## src/rtl/decode_queue.sv

```systemverilog
// Multi-lane decode stage: per-lane decoders feed a circular queue of decoded
// entries; the oldest entries are presented in order to rename/dispatch.

package decode_queue_pkg;

  typedef enum logic [5:0] {
    OP_INVALID,
    OP_SLL, OP_SRL, OP_SRA, OP_SLLV, OP_SRLV, OP_SRAV,
    OP_ADD, OP_ADDU, OP_SUB, OP_SUBU, OP_AND, OP_OR, OP_XOR, OP_NOR,
    OP_SLT, OP_SLTU, OP_LUI,
    OP_MULT, OP_MULTU, OP_DIV, OP_DIVU, OP_MFHI, OP_MFLO, OP_MTHI, OP_MTLO,
    OP_LB, OP_LBU, OP_LH, OP_LHU, OP_LW, OP_SB, OP_SH, OP_SW,
    OP_BEQ, OP_BNE, OP_BLEZ, OP_BGTZ, OP_BLTZ, OP_BGEZ,
    OP_J, OP_JAL, OP_JR, OP_JALR,
    OP_SYSCALL, OP_BREAK
  } op_t;

  typedef enum logic [2:0] {
    FU_INVALID, FU_ALU, FU_MUL, FU_LSU, FU_BRANCH, FU_SYS
  } fu_t;

  typedef enum logic [1:0] {
    ControlFlow_None, ControlFlow_Branch, ControlFlow_Jump, ControlFlow_JumpReg
  } cf_t;

  typedef struct packed {
    op_t         op;
    fu_t         fu;
    cf_t         cf;
    logic        is_controlflow;
    logic [4:0]  rs;
    logic [4:0]  rt;
    logic [4:0]  rd;
    logic [31:0] imm;
    logic        use_imm;
  } decoded_instr_t;

endpackage

module decoder
  import decode_queue_pkg::*;
(
  input  logic [31:0]    instr,
  output decoded_instr_t decoded
);

  logic [5:0]  opcode;
  logic [5:0]  funct;
  logic [4:0]  rt;
  logic [31:0] simm;
  logic [31:0] zimm;

  assign opcode = instr[31:26];
  assign funct  = instr[5:0];
  assign rt     = instr[20:16];
  assign simm   = {{16{instr[15]}}, instr[15:0]};
  assign zimm   = {16'b0, instr[15:0]};

  op_t         op;
  fu_t         fu;
  cf_t         cf;
  logic [4:0]  rd;
  logic [31:0] imm;
  logic        use_imm;
  logic        i_dest;

  always_comb begin
    op      = OP_INVALID;
    rd      = '0;
    imm     = simm;
    use_imm = 1'b0;
    i_dest  = 1'b0;
    case (opcode)
      6'h00: begin
        rd = instr[15:11];
        case (funct)
          6'h00: op = OP_SLL;
          6'h02: op = OP_SRL;
          6'h03: op = OP_SRA;
          6'h04: op = OP_SLLV;
          6'h06: op = OP_SRLV;
          6'h07: op = OP_SRAV;
          6'h08: op = OP_JR;
          6'h09: op = OP_JALR;
          6'h0c: op = OP_SYSCALL;
          6'h0d: op = OP_BREAK;
          6'h10: op = OP_MFHI;
          6'h11: op = OP_MTHI;
          6'h12: op = OP_MFLO;
          6'h13: op = OP_MTLO;
          6'h18: op = OP_MULT;
          6'h19: op = OP_MULTU;
          6'h1a: op = OP_DIV;
          6'h1b: op = OP_DIVU;
          6'h20: op = OP_ADD;
          6'h21: op = OP_ADDU;
          6'h22: op = OP_SUB;
          6'h23: op = OP_SUBU;
          6'h24: op = OP_AND;
          6'h25: op = OP_OR;
          6'h26: op = OP_XOR;
          6'h27: op = OP_NOR;
          6'h2a: op = OP_SLT;
          6'h2b: op = OP_SLTU;
          default: op = OP_INVALID;
        endcase
        // constant shifts carry shamt as their immediate operand
        if (op inside {OP_SLL, OP_SRL, OP_SRA}) begin
          imm     = {27'b0, instr[10:6]};
          use_imm = 1'b1;
        end
        if (op inside {OP_JR, OP_SYSCALL, OP_BREAK, OP_MTHI, OP_MTLO, OP_MULT,
                       OP_MULTU, OP_DIV, OP_DIVU, OP_INVALID})
          rd = '0;
      end
      6'h01: begin
        case (rt)
          5'h00:   op = OP_BLTZ;
          5'h01:   op = OP_BGEZ;
          default: op = OP_INVALID;
        endcase
      end
      6'h02: begin op = OP_J;   imm = {6'b0, instr[25:0]}; end
      6'h03: begin op = OP_JAL; imm = {6'b0, instr[25:0]}; rd = 5'd31; end
      6'h04: op = OP_BEQ;
      6'h05: op = OP_BNE;
      6'h06: op = OP_BLEZ;
      6'h07: op = OP_BGTZ;
      6'h08: begin op = OP_ADD;  i_dest = 1'b1; end
      6'h09: begin op = OP_ADDU; i_dest = 1'b1; end
      6'h0a: begin op = OP_SLT;  i_dest = 1'b1; end
      6'h0b: begin op = OP_SLTU; i_dest = 1'b1; end
      6'h0c: begin op = OP_AND;  i_dest = 1'b1; imm = zimm; end
      6'h0d: begin op = OP_OR;   i_dest = 1'b1; imm = zimm; end
      6'h0e: begin op = OP_XOR;  i_dest = 1'b1; imm = zimm; end
      6'h0f: begin op = OP_LUI;  i_dest = 1'b1; imm = {instr[15:0], 16'b0}; end
      6'h20: begin op = OP_LB;   i_dest = 1'b1; end
      6'h21: begin op = OP_LH;   i_dest = 1'b1; end
      6'h23: begin op = OP_LW;   i_dest = 1'b1; end
      6'h24: begin op = OP_LBU;  i_dest = 1'b1; end
      6'h25: begin op = OP_LHU;  i_dest = 1'b1; end
      6'h28: begin op = OP_SB;   use_imm = 1'b1; end
      6'h29: begin op = OP_SH;   use_imm = 1'b1; end
      6'h2b: begin op = OP_SW;   use_imm = 1'b1; end
      default: op = OP_INVALID;
    endcase
    if (i_dest) begin
      rd      = rt;
      use_imm = 1'b1;
    end
  end

  always_comb begin
    fu = FU_INVALID;
    cf = ControlFlow_None;
    case (op)
      OP_SLL, OP_SRL, OP_SRA, OP_SLLV, OP_SRLV, OP_SRAV, OP_ADD, OP_ADDU,
      OP_SUB, OP_SUBU, OP_AND, OP_OR, OP_XOR, OP_NOR, OP_SLT, OP_SLTU,
      OP_LUI:
        fu = FU_ALU;
      OP_MULT, OP_MULTU, OP_DIV, OP_DIVU, OP_MFHI, OP_MFLO, OP_MTHI, OP_MTLO:
        fu = FU_MUL;
      OP_LB, OP_LBU, OP_LH, OP_LHU, OP_LW, OP_SB, OP_SH, OP_SW:
        fu = FU_LSU;
      OP_BEQ, OP_BNE, OP_BLEZ, OP_BGTZ, OP_BLTZ, OP_BGEZ: begin
        fu = FU_BRANCH;
        cf = ControlFlow_Branch;
      end
      OP_J, OP_JAL: begin
        fu = FU_BRANCH;
        cf = ControlFlow_Jump;
      end
      OP_JR, OP_JALR: begin
        fu = FU_BRANCH;
        cf = ControlFlow_JumpReg;
      end
      OP_SYSCALL, OP_BREAK:
        fu = FU_SYS;
      default: fu = FU_INVALID;
    endcase
  end

  always_comb begin
    decoded                = '0;
    decoded.op             = op;
    decoded.fu             = fu;
    decoded.cf             = cf;
    decoded.is_controlflow = (cf != ControlFlow_None);
    decoded.rs             = instr[25:21];
    decoded.rt             = rt;
    decoded.rd             = rd;
    decoded.imm            = imm;
    decoded.use_imm        = use_imm;
  end

endmodule

module decode_queue
  import decode_queue_pkg::*;
#(
  parameter int FETCH_WIDTH = 2,
  parameter int ISSUE_WIDTH = 2,
  parameter int DEPTH       = 8
) (
  input  logic                                            clk,
  input  logic                                            rst,
  input  logic                                            flush,
  input  logic [FETCH_WIDTH-1:0]                          fetch_valid,
  input  logic [FETCH_WIDTH-1:0][31:0]                    fetch_instr,
  input  logic [FETCH_WIDTH-1:0][31:0]                    fetch_pc,
  output logic                                            fetch_ready,
  output logic [ISSUE_WIDTH-1:0]                          issue_valid,
  output logic [ISSUE_WIDTH-1:0][$bits(decoded_instr_t)-1:0] issue_decoded,
  output logic [ISSUE_WIDTH-1:0][31:0]                    issue_pc,
  output logic [ISSUE_WIDTH-1:0][31:0]                    issue_instr,
  output logic [ISSUE_WIDTH-1:0]                          issue_ex_ri,
  output logic [ISSUE_WIDTH-1:0]                          issue_delayslot,
  input  logic [$clog2(ISSUE_WIDTH+1)-1:0]                issue_num,
  output logic [$clog2(DEPTH+1)-1:0]                      count
);

  localparam int PTR_W = $clog2(DEPTH);
  localparam int CNT_W = $clog2(DEPTH+1);
  localparam int FN_W  = $clog2(FETCH_WIDTH+1);

  typedef struct packed {
    decoded_instr_t dec;
    logic [31:0]    pc;
    logic [31:0]    instr;
    logic           ex_ri;
    logic           delayslot;
  } entry_t;

  logic [PTR_W-1:0] head;
  logic [PTR_W-1:0] tail;
  logic             last_cf;
  entry_t           mem [DEPTH];

  decoded_instr_t   dec      [FETCH_WIDTH];
  entry_t           lane_e   [FETCH_WIDTH];
  logic             lane_ds  [FETCH_WIDTH];
  logic [FN_W-1:0]  valid_n;
  logic [FN_W-1:0]  push_n;
  logic             push;
  logic             last_cf_next;

  for (genvar g = 0; g < FETCH_WIDTH; g++) begin : g_lane
    decoder u_dec (
      .instr   (fetch_instr[g]),
      .decoded (dec[g])
    );
    // a control-flow op in lane g-1 puts lane g in its delay slot
    if (g == 0) begin : g_first
      assign lane_ds[g] = last_cf;
    end else begin : g_rest
      assign lane_ds[g] = dec[g-1].is_controlflow;
    end
    assign lane_e[g] = '{dec:       dec[g],
                         pc:        fetch_pc[g],
                         instr:     fetch_instr[g],
                         ex_ri:     (dec[g].op == OP_INVALID),
                         delayslot: lane_ds[g]};
  end

  assign fetch_ready = (count <= CNT_W'(DEPTH - FETCH_WIDTH));
  assign push        = fetch_ready & ~flush;

  // fetch_valid is contiguous from lane 0, so the last valid lane is push_n-1
  always_comb begin
    valid_n      = '0;
    last_cf_next = last_cf;
    for (int i = 0; i < FETCH_WIDTH; i++) begin
      if (fetch_valid[i]) begin
        valid_n      = valid_n + FN_W'(1);
        last_cf_next = dec[i].is_controlflow;
      end
    end
    push_n = push ? valid_n : '0;
  end

  always_ff @(posedge clk) begin
    if (push) begin
      for (int i = 0; i < FETCH_WIDTH; i++) begin
        if (fetch_valid[i]) mem[tail + PTR_W'(i)] <= lane_e[i];
      end
    end
  end

  always_ff @(posedge clk) begin
    if (rst || flush) begin
      head    <= '0;
      tail    <= '0;
      count   <= '0;
      last_cf <= 1'b0;
    end else begin
      head  <= head + PTR_W'(issue_num);
      tail  <= tail + PTR_W'(push_n);
      count <= count + CNT_W'(push_n) - CNT_W'(issue_num);
      if (push_n != '0) last_cf <= last_cf_next;
    end
  end

  always_comb begin
    for (int i = 0; i < ISSUE_WIDTH; i++) begin
      issue_valid[i]     = (count > CNT_W'(i));
      issue_decoded[i]   = mem[head + PTR_W'(i)].dec;
      issue_pc[i]        = mem[head + PTR_W'(i)].pc;
      issue_instr[i]     = mem[head + PTR_W'(i)].instr;
      issue_ex_ri[i]     = mem[head + PTR_W'(i)].ex_ri;
      issue_delayslot[i] = mem[head + PTR_W'(i)].delayslot;
    end
  end

endmodule

```

## config.mk

```make
export PLATFORM = sky130hd
export DESIGN_NAME = decode_queue
export DESIGN_NICKNAME = d
export VERILOG_FILES = /design/src/rtl/decode_queue.sv
export SDC_FILE = /design/constraint.sdc
export NUM_CORES = 2
export LEC_CHECK = 0
export ABC_AREA = 1
export CELL_PAD_IN_SITES_DETAIL_PLACEMENT = 1
export CELL_PAD_IN_SITES_GLOBAL_PLACEMENT = 2
export CORE_AREA = 4 4 422 424
export CTS_BUF_LIST = sky130_fd_sc_hd__clkbuf_8
export CTS_CLUSTER_SIZE = 28
export DETAILED_ROUTE_END_ITERATION = 6
export DIE_AREA = 0 0 426 428
export PLACE_DENSITY_LB_ADDON = 0.1
export SYNTH_ARGS = -nofsm -noshare
export SYNTH_HDL_FRONTEND = slang
export SYNTH_HIERARCHICAL = 1
export SYNTH_SLANG_ARGS = --single-unit
```

## constraint.sdc

```tcl
create_clock -name clk -period 13.65 [get_ports clk]
set_input_delay 2.0475 -clock clk [delete_from_list [all_inputs] [get_ports clk]]
set_output_delay 2.0475 -clock clk [all_outputs]
set_load 0.01 [all_outputs]
```

# Word-level counts from Yosys, hierarchy flattened
# Memory sizes are Yosys's and may differ from the RTL's. A register that Yosys moved wholly into a read port is not among the register bits.
# Cells that the tools add are included.
# totals
reg_bits	11
ramBits	1008
mem_bits_ro	768
out_inout_bits	259
mem_count	3
# memory_table
memory	depth	width	read_ports	rd_ports_with_merged_regs	wr	line_no	source
mem	8	126	2	1	2	237	entry_t mem [DEPTH];
(name not given)	64	6	1	0	0	76	case (funct)
(name not given)	64	6	1	0	0	76	
# classes
addsub	7
n_lt_le_gt_ge	3
eq_ne	162
n_mux	40
n_bitwise	2
reduce_logical	42
# op_table
operator	n
$eq A6 B6 Y1 const B	50
$pmux W6 S24	2
$eq A6 B5 Y1 const B	44
$pmux W32 S4	2
$eq A6 B4 Y1 const B	32
$eq A6 B3 Y1 const B	16
$eq A6 B2 Y1 const B	12
$mux W32	2
$eq A6 B1 Y1 const B	6
$logic_not A6 Y1	6
$reduce_or A17 Y1	2
$reduce_or A8 Y1	4
$pmux W3 S5	2
$reduce_or A13 Y1	2
$pmux W6 S2	2
$mux W5	4
$pmux W5 S2	2
$reduce_bool A10 Y1	2
$reduce_or A10 Y1	2
$reduce_or A2 Y1	8
$mux W1	15
$mux W6	2
$pmux W2 S3	2
$reduce_or A3 Y1	4
other kinds (19)	31

# Depth between registers and ports, before layout
# logic_depth
depth_word	9
mapped_depth	22
ltp_nobuf	21

# Modules after synthesis
# The synthesis kept the hierarchy.
# modules_own_cells
module	n_inst	cells_each	area_per_inst_um2	seq_area_each_um2
decode_queue	1	7427	60536.8	30489.2
decoder (g_lane[0].u_dec)	1	332	1904.3	0.0
decoder (g_lane[1].u_dec)	1	348	1880.6	0.0

# Least setup slack after synthesis
# No wires, ideal clock.
# synth_path
kind	input-to-reg
start	input port flush
end	memory mem[0][0] (netlist name), enable pin
arrival_time_ns	11.375
required_ns	12.865
setup_slack_ns	1.490
stages	5
cell_sequence	inv_1 nand3_4 nor2_1 nand3_1 o21ai_0
# synth_rtl
element	line_no	source
start: declaration	207	input logic flush,
end: declaration	237	

==> out/qor.yml <==
finish:
  fin_area_um2: 71480
  final_nets: 8184
  syn_to_final_growth_pct: 11.13
  drive_gt1_share_pct: 6.764
  instances_no_fill: 10520
logic_synthesis:
  synth_area_leaders: "edfxtp_1, o21ai_0, nand2_1"
  synth.avg_cell_area_um2: 7.934
  async_reset_ff_share_pct: 0
  syn_inst: 8107
  syn-num-nets: 8271
  synth_top_area_share_pct: 47.06
  syn-cell-area_um2: 64320
  synth_area_leader_cell: "edfxtp_1"
  synth-warning-count: 6
  synth-seq-cells: 1019
  ys_types: 53
  synth_ff_type: "edfxtp_1"
  synth_edf_count: 1008
  ys_seq_area_share_pct: 47.40
placement:
  dp_worst_setup_slack_ns: 6.233
  placed_cell_area_um2: 67920
  hpwl_um: 163700
  port_buffers: 393
  gp_congestion: 0.8639
  placed_cells: 10150
drt:
  post_drt_via_cell_ratio: 5.720
  detail-route-antenna-nets: 0
  vias: 60180
  first_iter_violations: 4901
  wire_per_inst_um: 26.08
  first_pass_iters: 5
  wl_um: 274500
  drc: 0
clock_tree:
  clockBufferDepth: 3
  tritoncts: "yes"
  cts_hold_buf: 0
  clk_pin_slew_ns: 0.06
  cts_sinks: 1019
  clock_latency_ns: 0.95
  cts_resized: 0
  cts_root_buffer: "clkbuf_8"
  post_cts_buffers: 0
  cts_buffers: 193
  htree_num_levels: 4
die:
  rows: 153
  die_w_um: 426
  die_height_um: 428
  io_pins: 394
  fp.coreArea_um2: 173800
  dieArea_um2: 182300
  floorplan.initialDensity_pct: 37.00
sta:
  clock_skew_ns: 0.03697
  max_freq_mhz: 116.7
  period_minus_slack_ns: 8.567
  finalSetupViolations: 0
  setup_slack_ns: 5.083
  finalHoldViolCount: 0
  tns_ns: 0
  slew_headroom_pct: 13.23
  rsz0062_at_grt: "false"
  fin_crit_sh_pct: 62.76
  worstMarginPinSlew_ns: 1.302
  drv_slew: 0
job:
  cap_violations: 0
global_routing:
  grt_max_degree: 305
  grt_pass1_vias: 60740
  antenna_found_initial: 31
  grt_use_total_pct: 29.34
  overflow: 0
  grt_pass1_wl_um: 401400
power_and_ir_drop:
  fin_total_pwr_mw: 8.168
  powerDensity_nw_per_um2: 114.3
  peakVddDrop_mv: 0.1016
  leakagePower_nw: 27.15
setup_path:
  setup.worst_path.end_class: "output pin"
  crit_fanout: 125
  cp.required_ns: 11.60
  arrival_ns: 6.52
  setup.worst_path.start_class: "flop"
  crit_type: "reg -> out"
hold_path:
  hp-class: "reg -> reg"
outcome:
  status: "complete, no violations"
state kept, by name, indices dropped and copies added (netlist names):
| register | cells |
|---|---|
| head | 3 |
| tail | 3 |
| mem | 1008 |
| last_cf | 1 |
| count | 4 |
layer usage:
layer	track usage, %	share of wire, %	vias up	wire length [um]
li1	-	-	27630	-
met1	38.46	43	30110	118100
met2	48.08	47	1951	128200
met3	4.110	5.8	487	16030
met4	13.32	4.4	0	12120
met5	0	0	-	0
cell usage in the layout, fill, tap and decap left out, types with 14 or more instances in the layout:
master	count
ha_1	24
buf_4	92
o21ai_0	1713
o21ai_1	666
a21oi_1	516
o21ai_2	43
edfxtp_1	1008
nand2_1	1559
nand2_2	22
a21oi_2	14
nor2_1	726
o21a_1	126
clkdlybuf4s50_1	393
nor2_2	27
inv_1	547
nand3_1	229
diode_2	21
clkinv_1	53
inv_2	29
nand3_2	19
clkbuf_8	203
nand4_1	23
clkinv_2	19
Yosys cell counts (23+ instances only):
cell and n:
o21ai_0 1721, o21ai_2 43, buf_4 31, inv_1 480, o21ai_1 666, nor2_2 27
edfxtp_1 1008, buf_2 259, nand3_1 229, o21a_1 126, nand4_1 23, clkbuf_1 286
inv_2 31, a21oi_1 516, buf_6 126, nand2_1 1559, nor2_1 726, ha_1 25
buf_1 72
power by group:
| part | internal, mW | total, mW | switching (mW) |
|---|---|---|---|
| Sequential | 3.55 | 3.59 | 0.0372 |
| Clock | 1.42 | 2.85 | 1.42 |
| Combinational | 0.604 | 1.73 | 1.13 |
| Total | 5.58 | 8.17 | 2.59 |
worst max-delay path, stage by stage (launching register included):
cell and delay (ns):
dfxtp_4 1.00, buf_4 0.97, buf_4 1.00, buf_4 0.94, nor2_1 0.11, nor2_1 0.13
o21ai_0 0.10, nand3_1 0.14, o21a_1 0.29, clkdlybuf4s50_1 0.60
cell type report:
class | count | area (um^2)
inverters | 518 | 1978
fillers | 20950 | 102300
clock buffers | 203 | 2794
clock inverters | 148 | 710.7
flip-flops and latches | 1019 | 30500
repair buffers | 493 | 4785
multi-input cells | 5795 | 27750
diodes | 21 | 52.55
well taps | 2325 | 2909
cells by family (layout without fill, tap and decap cells):
group           count (synthesis)  after routing  synth area share, %
fa+ha+maj                      29             29               0.6108
xor+xnor                        5              5              0.07977
buf+inv                      1293           1362                9.740
flops                        1019           1019                47.40
compound gates               3117           3117                25.40
simple gates                 2644           2644                16.77
other cells                     0             21                    0
worst paths after layout:
path	from	to	slack, ns	cells past startpoint
worst max-delay path	head[0]$_SDFF_PP0_	issue_decoded[65]	5.08	9
worst max register to register	tail[0]$_SDFF_PP0_	mem[2][70]$_DFFE_PP_	8.57	8
worst min register to register	tail[2]$_SDFF_PP0_	tail[2]$_SDFF_PP0_	0.61	2
worst min-delay path	tail[2]$_SDFF_PP0_	tail[2]$_SDFF_PP0_	0.61	2
per-stage QoR:
step	utilization, %	hold WS [ns]
after floorplan	-	0.5570
after global placement	39.08	0.5980
after detailed placement	39.08	0.5955
after CTS	41.09	0.6125
after global routing	41.12	0.6499
final	41.12	0.6061
(Power assumes the default switching activity.)
